[src/rtl/output_port_arbiter.sv]
// ---------------------------------------------------------------------------
// output_port_arbiter
//
// Per-output-port scheduler for the 5-port mesh router. Four routing units
// compete for one output FIFO write port. One winner per cycle is picked by
// round-robin. Its packet is registered into the FIFO, and it receives a
// one-cycle grant that doubles as the pop strobe for its input FIFO.
// Downstream back-pressure is tracked, and a prolonged stall raises a sticky
// error flag.
//
// Ports:
//   clk         router clock
//   reset       asynchronous, active-high reset
//   req0..req3  requester i has a packet for this output
//   pkt0..pkt3  packet from requester i, valid while its req is high
//   full        downstream FIFO almost-full (at most one free slot)
//   gnt0..gnt3  combinational grant; requester i's packet is taken this cycle
//   out_packet  registered packet to the output FIFO
//   out_wr_en   registered write strobe to the output FIFO
//   busy        high while the FSM is ACTIVE or STALLED
//   stall_err   sticky flag raised after STALL_MAX blocked cycles
//   grant_ptr   current round-robin priority pointer (debug)
// ---------------------------------------------------------------------------
module output_port_arbiter #(
    parameter int DATA_W    = 64,
    parameter int NREQ      = 4,
    parameter int STALL_MAX = 255
) (
    input  logic              clk,
    input  logic              reset,
    input  logic              req0,
    input  logic              req1,
    input  logic              req2,
    input  logic              req3,
    input  logic [DATA_W-1:0] pkt0,
    input  logic [DATA_W-1:0] pkt1,
    input  logic [DATA_W-1:0] pkt2,
    input  logic [DATA_W-1:0] pkt3,
    input  logic              full,
    output logic              gnt0,
    output logic              gnt1,
    output logic              gnt2,
    output logic              gnt3,
    output logic [DATA_W-1:0] out_packet,
    output logic              out_wr_en,
    output logic              busy,
    output logic              stall_err,
    output logic [1:0]        grant_ptr
);

    localparam logic [1:0]  ST_IDLE     = 2'd0;
    localparam logic [1:0]  ST_ACTIVE   = 2'd1;
    localparam logic [1:0]  ST_STALLED  = 2'd2;
    localparam logic [15:0] STALL_LIMIT = 16'(STALL_MAX);

    logic [NREQ-1:0]   reqVec;
    logic [NREQ-1:0]   gntVec;
    logic              anyReq;
    logic              accept;
    logic              found;
    logic [1:0]        winner;
    logic [1:0]        scanIdx;
    logic [DATA_W-1:0] winPkt;

    logic [1:0]        state_q, state_d;
    logic [1:0]        grantPtr_q, grantPtr_d;
    logic [DATA_W-1:0] outPacket_q, outPacket_d;
    logic              outWrEn_q, outWrEn_d;
    logic [15:0]       stallCnt_q, stallCnt_d;
    logic              stallErr_q, stallErr_d;

    assign reqVec = {req3, req2, req1, req0};
    assign anyReq = |reqVec;

    // Round-robin scan starting at the priority pointer. The 2-bit index
    // wraps naturally, giving the modulo-4 rotation.
    always_comb begin
        winner  = grantPtr_q;
        found   = 1'b0;
        scanIdx = '0;
        for (int k = 0; k < NREQ; k++) begin
            scanIdx = grantPtr_q + 2'(k);
            if (!found && reqVec[scanIdx]) begin
                winner = scanIdx;
                found  = 1'b1;
            end
        end
    end

    // Grants are suppressed during reset so no requester pops a packet
    // that the async-cleared write strobe would then discard.
    assign accept = found && !full && !reset;
    assign gntVec = accept ? (NREQ'(1) << winner) : '0;

    assign gnt0 = gntVec[0];
    assign gnt1 = gntVec[1];
    assign gnt2 = gntVec[2];
    assign gnt3 = gntVec[3];

    // Packet steering from the winning requester
    always_comb begin
        case (winner)
            2'd0:    winPkt = pkt0;
            2'd1:    winPkt = pkt1;
            2'd2:    winPkt = pkt2;
            default: winPkt = pkt3;
        endcase
    end

    // Output datapath: the packet holds when nothing is accepted, so the
    // FIFO only ever sees it qualified by the write strobe.
    always_comb begin
        outWrEn_d   = accept;
        outPacket_d = accept ? winPkt : outPacket_q;
        grantPtr_d  = accept ? (winner + 2'd1) : grantPtr_q;
    end

    // Activity FSM on the current request/back-pressure inputs
    always_comb begin
        state_d = state_q;
        case (state_q)
            ST_IDLE: begin
                if (anyReq) state_d = full ? ST_STALLED : ST_ACTIVE;
            end
            ST_ACTIVE: begin
                if (!anyReq)   state_d = ST_IDLE;
                else if (full) state_d = ST_STALLED;
            end
            ST_STALLED: begin
                if (!anyReq)    state_d = ST_IDLE;
                else if (!full) state_d = ST_ACTIVE;
            end
            default: state_d = ST_IDLE;
        endcase
    end

    // Staying in STALLED implies full=1 with a pending request, so that is
    // exactly the blocked-cycle condition; any exit clears the count.
    always_comb begin
        stallCnt_d = '0;
        if (state_q == ST_STALLED && state_d == ST_STALLED) begin
            stallCnt_d = (stallCnt_q == STALL_LIMIT) ? stallCnt_q
                                                     : stallCnt_q + 16'd1;
        end
        stallErr_d = stallErr_q || (stallCnt_q == STALL_LIMIT);
    end

    always_ff @(posedge clk or posedge reset) begin
        if (reset) begin
            state_q     <= ST_IDLE;
            grantPtr_q  <= '0;
            outPacket_q <= '0;
            outWrEn_q   <= 1'b0;
            stallCnt_q  <= '0;
            stallErr_q  <= 1'b0;
        end else begin
            state_q     <= state_d;
            grantPtr_q  <= grantPtr_d;
            outPacket_q <= outPacket_d;
            outWrEn_q   <= outWrEn_d;
            stallCnt_q  <= stallCnt_d;
            stallErr_q  <= stallErr_d;
        end
    end

    assign out_packet = outPacket_q;
    assign out_wr_en  = outWrEn_q;
    assign busy       = (state_q != ST_IDLE);
    assign stall_err  = stallErr_q;
    assign grant_ptr  = grantPtr_q;

endmodule

[config.mk]
export PLATFORM = sky130hd
export DESIGN_NAME = output_port_arbiter
export DESIGN_NICKNAME = d
export VERILOG_FILES = /design/src/rtl/output_port_arbiter.sv
export SDC_FILE = /design/constraint.sdc
export NUM_CORES = 1
export LEC_CHECK = 0
export BUFFER_PORTS_ARGS = -buffer_cell sky130_fd_sc_hd__buf_4
export CAP_MARGIN = 30
export CORE_AREA = 2 2 132 134
export DETAILED_ROUTE_END_ITERATION = 10
export DIE_AREA = 0 0 134 136
export GPL_ROUTABILITY_DRIVEN = 0
export PLACE_DENSITY = 0.61
export SLEW_MARGIN = 20
export SYNTH_ARGS = -nofsm -noshare
export SYNTH_HDL_FRONTEND = slang
export SYNTH_SLANG_ARGS = --single-unit
[constraint.sdc]
create_clock -name clk -period 5.4 [get_ports clk]
set_input_delay 1.08 -clock clk [delete_from_list [all_inputs] [get_ports clk]]
set_output_delay 1.08 -clock clk [all_outputs]
set_load 0.005 [all_outputs]
==> impl_results.md <==
* Iteration-0 DRC Markers at 626
* Setup TNS at 0 ps
* Setup ws final at between 1000 and 1500 ps
* Clk_lat worst skew at roughly 340 ps
* Hold violation total from the final report at 0
* Crit Path Class: input pin to output port
* GR Overflow Total at 0
* RSZ-0062 raised after global routing: no
* Hold crit path type: flop to flop
* Syn avg cell area at between 8 and 9 µm²
* Via count at approximately 5,600
* Final nets at 1,140
* Clock Path Buffers at 2
* First drt pass iteration count at 10
* Final setup fails at 0
* Crit path launch type: input pin
* Postcts setup bufs at 0
* CTS Buf Count at 9
* Most common cell after layout, fill and taps aside: buf_4
* Mux cell area share after synthesis at less than 1%
* Final period util at 73.0%
* Final worst path period need at 3940 ps
* N_diodes at 0
* Worst setup path startpoint: req0
* DRT antenna net count at 0
* Xor/xnor share of the synthesized area at less than 1%
* Post-Route WL at ~19,000 µm
* DRC viols at 0
* Crit path buf inv count at 2
* Clock slew at reported path FFs at roughly 60 ps
* Commonest non-fill, non-tap cells in the layout: buf_4, dfrtp_1, a21oi_1, nor2_1, nand2_1
* Pleak at about 3.8 nW
* Worst slack, placed at roughly 1500 ps
* Max VDD drop at roughly 0.00022 V
* Fillers at 1,696
* Routed len/inst at about 17 µm
* Share of layout cells above drive strength 1 at 42.1%
* Seq/Total Area, Yosys at between 40 and 50%
* Initial core utilization at between 20% and 30%
* Required time of the critical path at around 4300 ps
* H-tree depth at 3
* Max Cap Viol at 0
* Simple-gate share of the synthesized area at 17.1%
* Complex-gate fraction of the synthesized area at 30.8%
* Hold path startpoint: out_packet[41]
* Number of global-route vias before repair at between 5,000 and 6,000
* Clk_skew at 4.23 ps
* Synth Area in Adders at between 1.5 and 2%
* Largest family of logic cells by synthesized area: compound AO/OA/AOI/OAI gates
* CP Capture Type: output port
* YS warnings at 0
* CP arrival at 2860 ps
* Total die area at ~18,000 µm²
* Count of cell types in the netlist at 35
* Die X at between 100 and 150 µm
* RR Startpoint: grant_ptr[1]
* Worst-path fanout max at 35
* Core area at around 17,000 µm²
* CTS tree: yes
* Minimum hold slack at between 400 and 500 ps
* Post-CTS Hold Buffers at 0
* Post-CTS resize count at 0
* Port Buffers at 335
* Vias/cell at approximately 5.1
* DP Wirelength at around 15,000 µm
* Initial antenna violation count at 0
* Row count at 48
* Slew margin rel. at about 46%
* Critical path's top delay family: adder cells
* Die extent in y at 136 µm
* Critical-path cell list: buf_4 -> nor2b_1 -> a21oi_1 -> o221ai_1 -> ha_2 -> and2_1 -> buf_4
* Design Power at 3.39 mW
* Most frequent CP cell: buf_4
* Yosys reg bits at 86
* Slowest library cell on the worst path: ha_2
* Total track usage at 20.4%
* Root Buffer: clkbuf_16
* Syn_nets at 839
* CP max stage delay at 770 ps
* Io pins at roughly 340
* Status: finished, final reports clean
* Pwr Density at 435 nW/µm²
* Final Max Slew Viols at 0
* Fmax achieved at around 250 MHz
* Area growth, synth to finish at 61.8%
* Worst-Margin Slew at between 800 and 900 ps
* Largest net degree at the start of global routing at slightly below 70
* Gate Count Post-Synth at 570
* Cell Area, Synth at ~4800 µm²
* First-pass GRT wire length at slightly below 30,000 µm
* Clk sinks at 86
## metrics by stage
stage / cell area, µm² / instances / utilization (%)
final: 7790 / 1101 / 46.2
after global routing: 7790 / 1101 / 46.2
after CTS: 7790 / 1101 / 46.2
after detailed placement: 7480 / 1085 / 44.3
after global placement: 7480 / 1085 / 44.3
after floorplan: 4820 / 570 / -
## report_power, final
| part | internal, mW | switching (mW) | leakage (nW) | total, mW |
|---|---|---|---|---|
| clock | 0.405 | 0.259 | 0.152 | 0.663 |
| sequential | 0.884 | 0.149 | 1.12 | 1.03 |
| combinational | 0.814 | 0.882 | 2.51 | 1.70 |
## sequential cells by signal, indices dropped and copies added, names as in the netlist
| register | flops |
|---|---|
| grant_ptr | 2 |
| out_packet | 64 |
| out_wr_en | 1 |
| stallCnt_q | 16 |
| stall_err | 1 |
| state_q | 2 |
## layer usage
metal / up-vias / share of wire (%) / GRT usage, %
met5: - / 0 / 0
met4: 0 / 2.1 / 7.51
met3: 25 / 7.0 / 4.44
met2: 225 / 49 / 33.9
met1: 2637 / 42 / 26.3
li1: 2752 / - / -
## cells in the mapped netlist
library cell / number / area, µm²
mux2_2: 1 / 11.3
nor2_1: 73 / 274
or3_1: 10 / 62.6
buf_4: 1 / 7.51
and2_1: 5 / 31.3
a211oi_1: 2 / 15.0
nand3_1: 6 / 30.0
or4_1: 5 / 37.5
buf_6: 1 / 11.3
and4_1: 2 / 17.5
o21ai_1: 7 / 35.0
ha_1: 6 / 75.1
nor2b_1: 3 / 18.8
and4bb_1: 1 / 12.5
o31ai_1: 3 / 22.5
and3_1: 2 / 12.5
nor3_1: 1 / 5.00
o21ai_0: 67 / 335
nor4_2: 1 / 12.5
o22ai_1: 1 / 6.26
or2_2: 2 / 12.5
buf_2: 8 / 40.0
mux2i_1: 1 / 10.0
nand2_1: 71 / 267
o221ai_1: 1 / 8.76
xor2_1: 2 / 17.5
o22a_1: 1 / 8.76
inv_1: 7 / 26.3
nor3_2: 1 / 10.0
clkbuf_1: 34 / 128
a21oi_1: 82 / 410
a222oi_1: 64 / 641
nand4_1: 3 / 18.8
buf_1: 9 / 33.8
dfrtp_1: 86 / 2150
## worst reg2reg max path: cells and delay by family (launching register included)
kind | cells | cell delay [ps]
AO/OA/AOI/OAI | 5 | 840
adder cells (fa/ha/maj) | 1 | 720
buffers and inverters | 1 | 490
flip-flops | 1 | 460
AND/OR/NAND/NOR | 3 | 340
## path summary, 6_finish.rpt
path / end / slack [ps] / cells after the start
setup / recovery: gnt2 / 1460 / 7
hold / removal: out_packet[41] / 480 / 2
setup reg to reg: out_packet[38] / 2480 / 10
hold reg to reg: out_packet[41] / 480 / 2
max in group asynchronous: stallCnt_q[8] / 3500 / 3
min in group asynchronous: out_packet[15] / 840 / 2
## cell families (layout without fill, tap and decap cells)
| group | after synthesis | after routing |
|---|---|---|
| xor+xnor | 2 | 2 |
| compound gates | 228 | 228 |
| simple gates | 186 | 186 |
| buf+inv | 60 | 366 |
| flops | 86 | 86 |
| mux | 2 | 2 |
| fa+ha+maj | 6 | 6 |
## cell type report
cell class	instances	area, µm²	share of cell area, %
repair buffers	343	2570	33.0
multi-input cells	424	2440	31.3
flip-flops and latches	86	2150	27.6
well taps	225	282	3.61
clock buffers	10	229	2.94
clock inverters	6	86.3	1.11
inverters	7	27.5	0.353
No activity file was read; power rests on OpenSTA's default activity.
